[src/rtl/shift_unit_arbiter.sv]
// shift_unit_arbiter: one iterative shifter shared round-robin by two requesters
// (port 0 branch/target path, port 1 ALU shift path). It accepts one op from
// IDLE, shifts by up to STEP bits per SHIFT cycle, and strobes the result in DONE.
// Latency: the ack cycle is cycle 0; valid_o rises in cycle ceil(shamt/STEP)+1.
// Backpressure: requesters hold req until ack. Nothing is accepted while busy_o=1.
// Build option: define SHIFT_ARITH_EN to make op 10 an arithmetic right shift.
//   Without it, op 10 is a logical right shift.
// Ports:
//   clk_i, rst_i       clock (rising edge); synchronous active-low reset
//   reqN_i             request from port N, held until ackN_o
//   dataN_i            operand, WIDTH bits
//   shamtN_i           shift amount, SHW bits
//   opN_i              00 SLL, 01 SRL, 10 SRA, 11 treated as SLL
//   ackN_o             one-cycle accept pulse
//   busy_o             engine is not IDLE
//   valid_o            one-cycle result strobe
//   result_o, id_o     last result and the port that owns it
module shift_unit_arbiter #(
  parameter int WIDTH = 32,
  parameter int STEP  = 2,
  parameter int SHW   = 5
) (
  input  logic             clk_i,
  input  logic             rst_i,
  input  logic             req0_i,
  input  logic [WIDTH-1:0] data0_i,
  input  logic [SHW-1:0]   shamt0_i,
  input  logic [1:0]       op0_i,
  output logic             ack0_o,
  input  logic             req1_i,
  input  logic [WIDTH-1:0] data1_i,
  input  logic [SHW-1:0]   shamt1_i,
  input  logic [1:0]       op1_i,
  output logic             ack1_o,
  output logic             busy_o,
  output logic             valid_o,
  output logic [WIDTH-1:0] result_o,
  output logic             id_o
);

  typedef enum logic [1:0] {IDLE, SHIFT, DONE} state_t;

  state_t           state, state_nxt;
  logic             last_grant;
  logic [WIDTH-1:0] work, work_step;
  logic [SHW-1:0]   remaining, step_n;
  logic [1:0]       op_q;
  logic             id_q;
  logic [WIDTH-1:0] result_q;
  logic             id_hold_q;
  logic             gnt0, gnt1;

  // Round robin: on a tie, the port that did not win last time gets the grant.
  // After reset last_grant=1, so port 0 wins the first tie.
  always_comb begin
    gnt0 = (state == IDLE) && req0_i && (!req1_i || last_grant);
    gnt1 = (state == IDLE) && req1_i && (!req0_i || !last_grant);
  end

  assign ack0_o = gnt0;
  assign ack1_o = gnt1;

  // Shift distance for this cycle: min(STEP, remaining).
  assign step_n = (remaining > SHW'(STEP)) ? SHW'(STEP) : remaining;

  always_comb begin
    work_step = work << step_n;
    case (op_q)
      2'b01: work_step = work >> step_n;
`ifdef SHIFT_ARITH_EN
      2'b10: work_step = $unsigned($signed(work) >>> step_n);
`else
      2'b10: work_step = work >> step_n;
`endif
      default: ;
    endcase
  end

  always_comb begin
    state_nxt = state;
    case (state)
      IDLE: begin
        if (gnt0)
          state_nxt = (shamt0_i == '0) ? DONE : SHIFT;
        else if (gnt1)
          state_nxt = (shamt1_i == '0) ? DONE : SHIFT;
      end
      SHIFT: begin
        if (remaining == step_n)
          state_nxt = DONE;
      end
      DONE:    state_nxt = IDLE;
      default: state_nxt = IDLE;
    endcase
  end

  always_ff @(posedge clk_i) begin
    if (!rst_i) begin
      state      <= IDLE;
      last_grant <= 1'b1;
      work       <= '0;
      remaining  <= '0;
      op_q       <= 2'b00;
      id_q       <= 1'b0;
      result_q   <= '0;
      id_hold_q  <= 1'b0;
    end else begin
      state <= state_nxt;
      case (state)
        IDLE: begin
          if (gnt0) begin
            work       <= data0_i;
            remaining  <= shamt0_i;
            op_q       <= op0_i;
            id_q       <= 1'b0;
            last_grant <= 1'b0;
          end else if (gnt1) begin
            work       <= data1_i;
            remaining  <= shamt1_i;
            op_q       <= op1_i;
            id_q       <= 1'b1;
            last_grant <= 1'b1;
          end
        end
        SHIFT: begin
          work      <= work_step;
          remaining <= remaining - step_n;
        end
        DONE: begin
          // Keep the delivered result visible until the next DONE.
          result_q  <= work;
          id_hold_q <= id_q;
        end
        default: ;
      endcase
    end
  end

  assign busy_o   = (state != IDLE);
  assign valid_o  = (state == DONE);
  // During DONE the fresh result comes straight from the working register.
  assign result_o = valid_o ? work : result_q;
  assign id_o     = valid_o ? id_q : id_hold_q;

endmodule

[config.mk]
export PLATFORM = sky130hd
export DESIGN_NAME = shift_unit_arbiter
export DESIGN_NICKNAME = d
export VERILOG_FILES = /design/src/rtl/shift_unit_arbiter.sv
export SDC_FILE = /design/constraint.sdc
export NUM_CORES = 1
export LEC_CHECK = 0
export BUFFER_PORTS_ARGS = -buffer_cell sky130_fd_sc_hd__buf_2
export CAP_MARGIN = 40
export CORE_ASPECT_RATIO = 1.5
export CORE_MARGIN = 8
export CORE_UTILIZATION = 58
export DETAILED_ROUTE_END_ITERATION = 8
export PLACE_DENSITY_LB_ADDON = 0.2
export SYNTH_ARGS = -nofsm -noshare
export SYNTH_HDL_FRONTEND = slang
export SYNTH_SLANG_ARGS = --single-unit
[constraint.sdc]
create_clock -name clk_i -period 4.05 [get_ports clk_i]
set_input_delay 0.6075 -clock clk_i [delete_from_list [all_inputs] [get_ports clk_i]]
set_output_delay 0.6075 -clock clk_i [all_outputs]
set_load 0.01 [all_outputs]
==> impl_metrics.yaml, run 1 <==
route:
  ant_nets: 0
  route.detailed.drc: 0
  vias_per_cell: 6.46
  drtPass1Iterations: 5
  routedWlPerCell_um: 19.1
  drt_iter0_drc: 398
  drt_wl_total_um: 15300
  vias: 5191
timing:
  tns_ns: 0
  clock_skew_ns: 0.00632
  period_minus_slack_ns: 2.67
  slew_headroom_pct: 41.1
  drv_slew: 0
  finalCritPeriodShare_pct: 66.0
  worst_slew_pin_slew_ns: 0.883
  rsz0062_at_grt: "no"
  fmax_mhz: 374
  hold_viol: 0
  finalSetupViolations: 0
grt:
  overflow: 0
  grt_pass1_vias: 5106
  grt_max_degree: 51
  grt_pass1_wl_um: 24600
  track_usage_pct: 25.8
  antenna_found_initial: 0
worst_setup_path:
  setup.worst_path.start: "state[1]"
  crit_family: "buffers and inverters"
  required_ns: 3.44
  startpoint_type: "register"
  crit_path_end_kind: "output port"
  critPathBufInv: 2
  critPathMaxStageDelay_ns: 0.55
  critPathSlowestCell: "inv_2"
  path_class: "register to output port"
  critPathMaxFanout: 36
  cp_cell_sequence: "nor2_1 > nand3_1 > inv_2 > buf_2"
  timing.rr.start: "remaining[0]"
  worstPathArrival_ns: 2.06
pwr:
  ir_drop_mv: 0.504
  power_density_mw_per_mm2: 768
  power_leakage_nw: 2.52
place:
  dpl.cell_count: 787
  dp_hpwl_um: 10500
  io_buffers: 118
  place.gp.congestion: 0.937
floorplan:
  die_w_um: 89.9
  core_mm2: 0.00801
  initial_core_util_pct: 59.4
  die_h_um: 127
  die_area_mm2: 0.0114
  num_io_pins: 119
  fp-row-count: 40
yosys:
  synth_top_area_cell: "dfxtp_1"
  yosys.area.top_type_share_pct: 32.0
  async_reset_ff_share_pct: 0
  ys.flop_type: "dfxtp_1"
  syn_nets: 688
  ys_seq_area_share_pct: 32.0
  syn_area_mm2: 0.00476
  synth_edf_count: 0
  yosysMostFrequentCell: "dfxtp_1"
  netlist_instances: 605
  synth_common_cells: "dfxtp_1, nand2_1, a21oi_1, clkbuf_1, o21ai_0"
  synth_area_leaders: "dfxtp_1, mux2_2, nand2_1"
  yosysUniqueCellTypes: 55
  ys.warnings.count: 0
  synth_seq_cells: 76
  synth.avg_cell_area_um2: 7.86
run_status:
  status: "finished clean"
final_layout:
  final_cells: 803
  syn_to_final_growth_pct: 20.5
  nets: 776
  fillers: 680
  antenna_cells: 0
  drive_above_1_share_pct: 28.7
  final_util_pct: 71.5
cts:
  cts.path.max_buffers: 2
  cts_tree: "yes"
  clock-sinks: 76
  h-tree-depth: 3
  clock-root-buffer: "clkbuf_16"
  clk_pin_slew_worst_paths_ns: 0.06
  numCtsBuffers: 9
  hold_buffers: 0
  ctsResizeCount: 0
  insertion_delay_ns: 0.34
  post_cts_buffers: 0
job:
  max-cap-violations: 0
hold_path:
  hp-class: "register to register"
  min_from: "id_q"
-- layout by cell type, fill, tap and decap left out, types with 4 or more instances in the layout --
cell type and n:
nor2_1 38, mux2_2 38, a21oi_1 48, clkbuf_16 9, a2111oi_0 14, nor2b_1 6
a31oi_1 17, o211ai_1 6, mux2i_1 10, and2_1 34, nand2_1 68, a211oi_1 26
dfxtp_1 75, nand3_1 10, nor3_1 14, o211a_1 5, a311oi_1 10, inv_1 4
buf_4 10, and3_1 28, nand4_1 4, buf_2 118, nand2b_1 7, o21ai_0 41
-- stage by stage --
stage | power (W) | instance area [um^2] | hold slack [ns] | setup slack, ns
4_1_cts | 0.00435 | 5730 | 0.515 | 1.40
3_5_place_dp | 0.00338 | 5380 | 0.500 | 1.63
2_1_floorplan | 0.00276 | 4760 | 0.468 | 1.89
5_1_grt | 0.00465 | 5730 | 0.526 | 1.29
6_report | 0.00440 | 5730 | 0.509 | 1.38
3_3_place_gp | 0.00329 | 5350 | 0.478 | 1.59
-- registers in the layout (all words and copies together) (netlist names) --
signal	flops
id_hold_q	1
state	2
result_q	32
work	32
op_q	2
last_grant	1
id_q	1
remaining	5
-- layer usage --
metal | wire length (um) | vias up | share of wire, % | track usage (%)
li1 | - | 2430 | - | -
met1 | 5860 | 2405 | 38 | 28.0
met2 | 7700 | 302 | 50 | 44.9
met3 | 1210 | 54 | 7.9 | 5.79
met4 | 535 | 0 | 3.5 | 15.0
met5 | 0 | - | 0 | 0
-- worst paths after layout --
kind | endpoint | slack [ns] | depth (start not counted)
worst min register to register | id_q | 0.51 | 1
worst max-delay path | ack0_o | 1.38 | 4
worst min-delay path | id_q | 0.51 | 1
worst max register to register | work[19] | 1.48 | 5
-- power by group --
part | internal (W) | switching (W) | leakage (nW)
Combinational | 0.000822 | 0.00131 | 1.72
Clock | 0.000635 | 0.000319 | 0.173
Sequential | 0.000957 | 0.000361 | 0.624
Total | 0.00241 | 0.00199 | 2.52
-- cell families (layout without fill, tap and decap cells) --
kind of cell,after synthesis,after routing,synth area share (%)
AND/OR/NAND/NOR,223,223,23.6
AO/OA/AOI/OAI,196,196,27.7
flip-flops,76,76,32.0
buffers and inverters,58,151,4.89
multiplexers,48,48,11.1
XOR/XNOR,2,2,0.368
adder cells (fa/ha/maj),1,1,0.263
other,1,1,0.0789
-- layout make-up --
class,count,area (um^2),share of cell area [%]
sequential,76,1520,26.6
timing repair buffer,130,692,12.1
inverter,5,18.8,0.328
multi-input combinational,471,3010,52.6
clock buffer,12,256,4.48
clock inverter,4,95.1,1.66
tap,105,131,2.29
Power figures use the tool's default switching activity.
==> inputs of run 2 (changes only) <==
CORE_UTILIZATION = 54   (was 58)
clock period = 2.7 ns   (was 4.05 ns; I/O delays follow)
==> run 2 against run 1 <==
Compared with the run above:
- clock skew down 0.0019 ns
- via count down 0.92%
- setup slack worse by 0.96 ns
- critical endpoint is now result_o[20]
- critical path type unchanged
- highest routed layer unchanged
==> impl_metrics.yaml, run 2 (synthesis gave the netlist of run 1 again) <==
route:
  vias: 5143
  vias_per_cell: 6.29
  drt_wl_total_um: 15100
  routedWlPerCell_um: 18.5
  drtPass1Iterations: 7
  drt_iter0_drc: 378
  route.detailed.drc: 0
  ant_nets: 0
final_layout:
  antenna_cells: 0
  syn_to_final_growth_pct: 20.9
  layout_commonest_cell: "buf_2"
  nets: 785
  reg_top3: "result_q (32), work (32), remaining (5)"
  layout.cells.most_common_list: "buf_2, dfxtp_1, nand2_1"
  final_cells: 817
  fillers: 749
  drive_above_1_share_pct: 29.3
timing:
  hold_viol: 0
  drv_slew: 0
  fmax_mhz: 438
  finalCritPeriodShare_pct: 84.5
  clock_skew_ns: 0.00442
  worst_slew_pin_slew_ns: 0.658
  slew_headroom_pct: 56.1
  finalSetupViolations: 0
  rsz0062_at_grt: "no"
  period_minus_slack_ns: 2.28
  tns_ns: 0
worst_setup_path:
  path_class: "register to output port"
  crit_path_end_kind: "output port"
  worstPathArrival_ns: 1.88
  startpoint_type: "register"
  setup.worst_path.start: "state[0]"
  critPathMaxFanout: 18
  required_ns: 2.30
  timing.rr.start: "remaining[4]"
pwr:
  ir_drop_mv: 0.568
  swShare_pct: 46.2
  power_leakage_nw: 2.53
  p_comb_share_pct: 51.5
  p_seq_share_pct: 30.4
  power_density_mw_per_mm2: 1100
  intPower_w: 0.00342
  switchingPower_w: 0.00293
  pwr-share-clk_pct: 18.1
floorplan:
  num_io_pins: 119
  fp-row-count: 42
  die_h_um: 131
  initial_core_util_pct: 54.8
  core_mm2: 0.00867
  die_area_mm2: 0.0121
  die_w_um: 92.6
grt:
  use_met3_pct: 6.46
  grtUsageMet2_pct: 41.6
  antenna_found_initial: 0
  overflow: 0
  top_usage_layer: "met2"
  track_usage_pct: 24.3
  grt_pass1_wl_um: 23800
  met1_usage_pct: 27.7
  grt_pass1_vias: 4895
  grt_max_degree: 53
cts:
  clock-sinks: 76
  clock-root-buffer: "clkbuf_16"
  numCtsBuffers: 9
  post_cts_buffers: 0
  ctsResizeCount: 0
  hold_buffers: 0
  clk_pin_slew_worst_paths_ns: 0.06
  cts_tree: "yes"
  cts.path.max_buffers: 2
  insertion_delay_ns: 0.34
  h-tree-depth: 3
place:
  place.gp.congestion: 0.901
  dp_hpwl_um: 10700
  dpl.cell_count: 801
  io_buffers: 118
hold_path:
  min_from: "data0_i[29]"
  hp-class: "primary input to register"
job:
  max-cap-violations: 0
run_status:
  status: "finished clean"
run 2: cell type report:
| type | count | area, um^2 | share of cell area [%] |
|---|---|---|---|
| multi-input cells | 471 | 3010 | 52.4 |
| flip-flops and latches | 76 | 1520 | 26.5 |
| repair buffers | 139 | 773 | 13.5 |
| clock buffers | 15 | 278 | 4.83 |
| well taps | 110 | 138 | 2.39 |
| inverters | 5 | 18.8 | 0.327 |
| clock inverters | 1 | 5.00 | 0.0871 |
run 2: metrics by stage:
stage	cell area (um^2)	power, W	util, %	hold WS [ns]	setup slack (ns)
floorplan	4760	0.00414	-	0.468	0.746
global placement	5470	0.00504	63.0	0.478	0.625
CTS	5750	0.00631	66.3	0.332	0.425
detailed placement	5470	0.00513	63.0	0.521	0.575
global route	5750	0.00676	66.3	0.357	0.335
finish	5750	0.00635	66.3	0.337	0.419
run 2: metal layers:
layer  vias to the layer above  part of all wire [%]
li1                       2443                     -
met1                      2372                    39
met2                       278                    49
met3                        50                   8.7
met4                         0                   3.3
met5                         -                     0
run 2: power by group through the flow:
| stage | Combinational, W | Sequential (W) | Clock, W |
|---|---|---|---|
| 5_1_grt | 0.00357 | 0.00197 | 0.00122 |
| 3_5_place_dp | 0.00320 | 0.00193 | 0 |
| 3_3_place_gp | 0.00313 | 0.00191 | 0 |
| 2_1_floorplan | 0.00242 | 0.00172 | 0 |
| 4_1_cts | 0.00323 | 0.00191 | 0.00117 |
| 6_report | 0.00327 | 0.00193 | 0.00115 |
run 2: final timing paths:
path | slack, ns | end | cells after the start
setup reg to reg | 0.55 | work[22] | 6
setup / recovery | 0.42 | result_o[20] | 4
hold / removal | 0.34 | work[29] | 3
hold reg to reg | 0.53 | id_q | 1
run 2: critical path: stages (launching register included):
cell and delay, ns:
dfxtp_1 0.51, nand2b_1 0.19, buf_4 0.28, mux2_2 0.40, buf_2 0.15
==> inputs of run 3 (changes only) <==
ABC_AREA = 1   (was unset)
CORE_UTILIZATION = 55   (was 54)
clock period = 2.32 ns   (was 2.7 ns; I/O delays follow)
==> run 3 against run 2 <==
Compared with the run above:
- sequential power grew 18%
- power is 38% higher
- clock-buffer cell count fell by 6
- worst hold slack lost 0.074 ns
- synthesized area grew 11%
- first-iteration DRC count is 7.9% higher
- cell count increased by 38%
- via count rose by 18%
- flip-flop and latch count unchanged
- routed wire length up 5.9%
- clock power up 30%
- sequential share of layout area down 2.3 points
- critical path type unchanged
- critical endpoint is now ack0_o
- largest cell class unchanged
==> impl_metrics.yaml, run 3 <==
final_layout:
  layout.cells.most_common_list: "nand2_1, buf_2, nor2_1"
  drive_above_1_share_pct: 20.8
  fillers: 1004
  reg_top3: "result_q (32), work (32), remaining (5)"
  layout_commonest_cell: "nand2_1"
  multiInputGateArea_mm2: 0.00313
  seqCellArea_mm2: 0.00152
  nets: 1091
  syn_to_final_growth_pct: 18.6
  antenna_cells: 0
place:
  dp_hpwl_um: 11600
  place.gp.congestion: 0.972
  io_buffers: 118
pwr:
  power_leakage_nw: 3.38
  power_density_mw_per_mm2: 1390
  p_total_w: 0.00876
  ir_drop_mv: 1.02
route:
  drtPass1Iterations: 5
  vias: 6051
  ant_nets: 0
  routedWlPerCell_um: 14.2
  drt_iter0_drc: 408
  drt_wl_total_um: 16000
  route.detailed.drc: 0
  vias_per_cell: 5.37
worst_setup_path:
  worstPathArrival_ns: 1.83
  crit_path_end_kind: "output port"
  critPathMaxFanout: 49
  timing.rr.start: "state[1]"
  required_ns: 1.97
  startpoint_type: "register"
  path_class: "register to output port"
  setup.worst_path.start: "state[0]"
floorplan:
  die_h_um: 136
  die_w_um: 96.2
  initial_core_util_pct: 55.6
  die_area_mm2: 0.0131
  core_mm2: 0.00952
  fp-row-count: 44
  num_io_pins: 119
hold_path:
  min_from: "op1_i[1]"
  hp-class: "primary input to register"
grt:
  antenna_found_initial: 0
  grt_pass1_vias: 5666
  track_usage_pct: 24.9
  grt_max_degree: 50
  overflow: 0
  grt_pass1_wl_um: 25800
cts:
  numCtsBuffers: 9
  h-tree-depth: 3
  cts_tree: "yes"
  clk_pin_slew_worst_paths_ns: 0.06
  clock-root-buffer: "clkbuf_16"
  cts.path.max_buffers: 2
  insertion_delay_ns: 0.34
  clock-sinks: 76
timing:
  period_minus_slack_ns: 2.18
  worst_slew_pin_slew_ns: 0.685
  clock_skew_ns: 0.00603
  fmax_mhz: 459
  drv_slew: 0
  finalSetupViolations: 0
  tns_ns: 0
  whs_ns: 0.263
  slew_headroom_pct: 54.3
  hold_viol: 0
  rsz0062_at_grt: "no"
  finalCritPeriodShare_pct: 94.0
yosys:
  synth_seq_cells: 76
  yosysMostFrequentCell: "nand2_1"
  synth_common_cells: "nand2_1, nor2_1, o21ai_0, inv_1, dfxtp_1"
  synth_edf_count: 0
  yosys.area.top_type_share_pct: 28.7
  async_reset_ff_share_pct: 0
  netlist_instances: 913
  syn_nets: 996
  ys.flop_type: "dfxtp_1"
  synth.avg_cell_area_um2: 5.81
  synth_area_leaders: "dfxtp_1, nand2_1, o21ai_0"
  ys_seq_area_share_pct: 28.7
  ys.warnings.count: 0
  yosysUniqueCellTypes: 29
  synth_top_area_cell: "dfxtp_1"
  syn_area_mm2: 0.00530
run_status:
  status: "finished clean"
job:
  max-cap-violations: 0
==> run 3: cell count changes after synthesis, moves of 31 or more <==
cell	before	now
o21ai_1	0	48
o21ai_0	41	105
nand3_1	10	62
nor2_1	39	116
or2_2	2	33
a21oi_1	48	9
nand2_1	68	256
mux2_2	38	0
inv_1	4	91
and2_1	34	0
==> run 3: worst paths after layout <==
kind	to	slack (ns)	cells after the start
max	ack0_o	0.14	5
min	op_q[1]	0.26	3
max reg2reg	work[5]	0.34	10
min reg2reg	id_q	0.50	2
==> run 3: metrics by stage <==
step	instances	setup slack, ns	utilization, %	instance area (um^2)
after floorplan	913	0.737	-	5300
after global placement	1107	0.296	62.2	5920
after detailed placement	1107	0.314	62.2	5920
after CTS	1127	0.0265	65.9	6280
after global routing	1127	0.0418	66.0	6290
final	1127	0.140	66.0	6290
==> run 3: final cells by class <==
class	instances	area share, %
Clock buffer	9	3.58
Clock inverter	6	1.43
Inverter	96	5.79
Multi-Input combinational cell	683	49.8
Sequential cell	76	24.2
Tap cell	115	2.29
Timing Repair Buffer	141	12.8
Timing Repair inverter	1	0.119
==> run 3: kinds of logic (layout without fill, tap and decap cells) <==
| kind of cell | Yosys count | count (layout) | synth area share [%] |
|---|---|---|---|
| other | 1 | 1 | 0.0708 |
| and+or+nand+nor | 506 | 506 | 41.4 |
| AOI/OAI and AO/OA | 175 | 175 | 17.0 |
| adders and majority gates | 1 | 1 | 0.236 |
| DFF | 76 | 76 | 28.7 |
| buffers and inverters | 154 | 253 | 12.5 |
==> run 3: worst max-delay path, stage by stage, from the launching register on <==
cell and delay (ns):
dfxtp_1 0.36, nor2_2 0.25, nand3_2 0.18, buf_12 0.22, inv_1 0.27, buf_2 0.20
==> run 3: report_power, final <==
group	switching, W	internal (W)	total [W]
logic	0.00321	0.00178	0.00500
registers	0.000457	0.00181	0.00227
clock network	0.000558	0.000937	0.00150
==> run 3: what timing repair did <==
item | CTS | global route
setup buffers | 4 | 0
cloned | 1 | 0
hold buffers | 0 | 0
resized for setup | 3 | 2
setup endpoints to repair | 1 | 33
==> run 3: metal layers <==
layer  track usage [%]  wire length [um]  up-vias
li1                  -                 -     3117
met1              25.4              5990     2696
met2              45.2              8530      181
met3              4.09               727       57
met4              15.1               789        0
met5                 0                 0        -
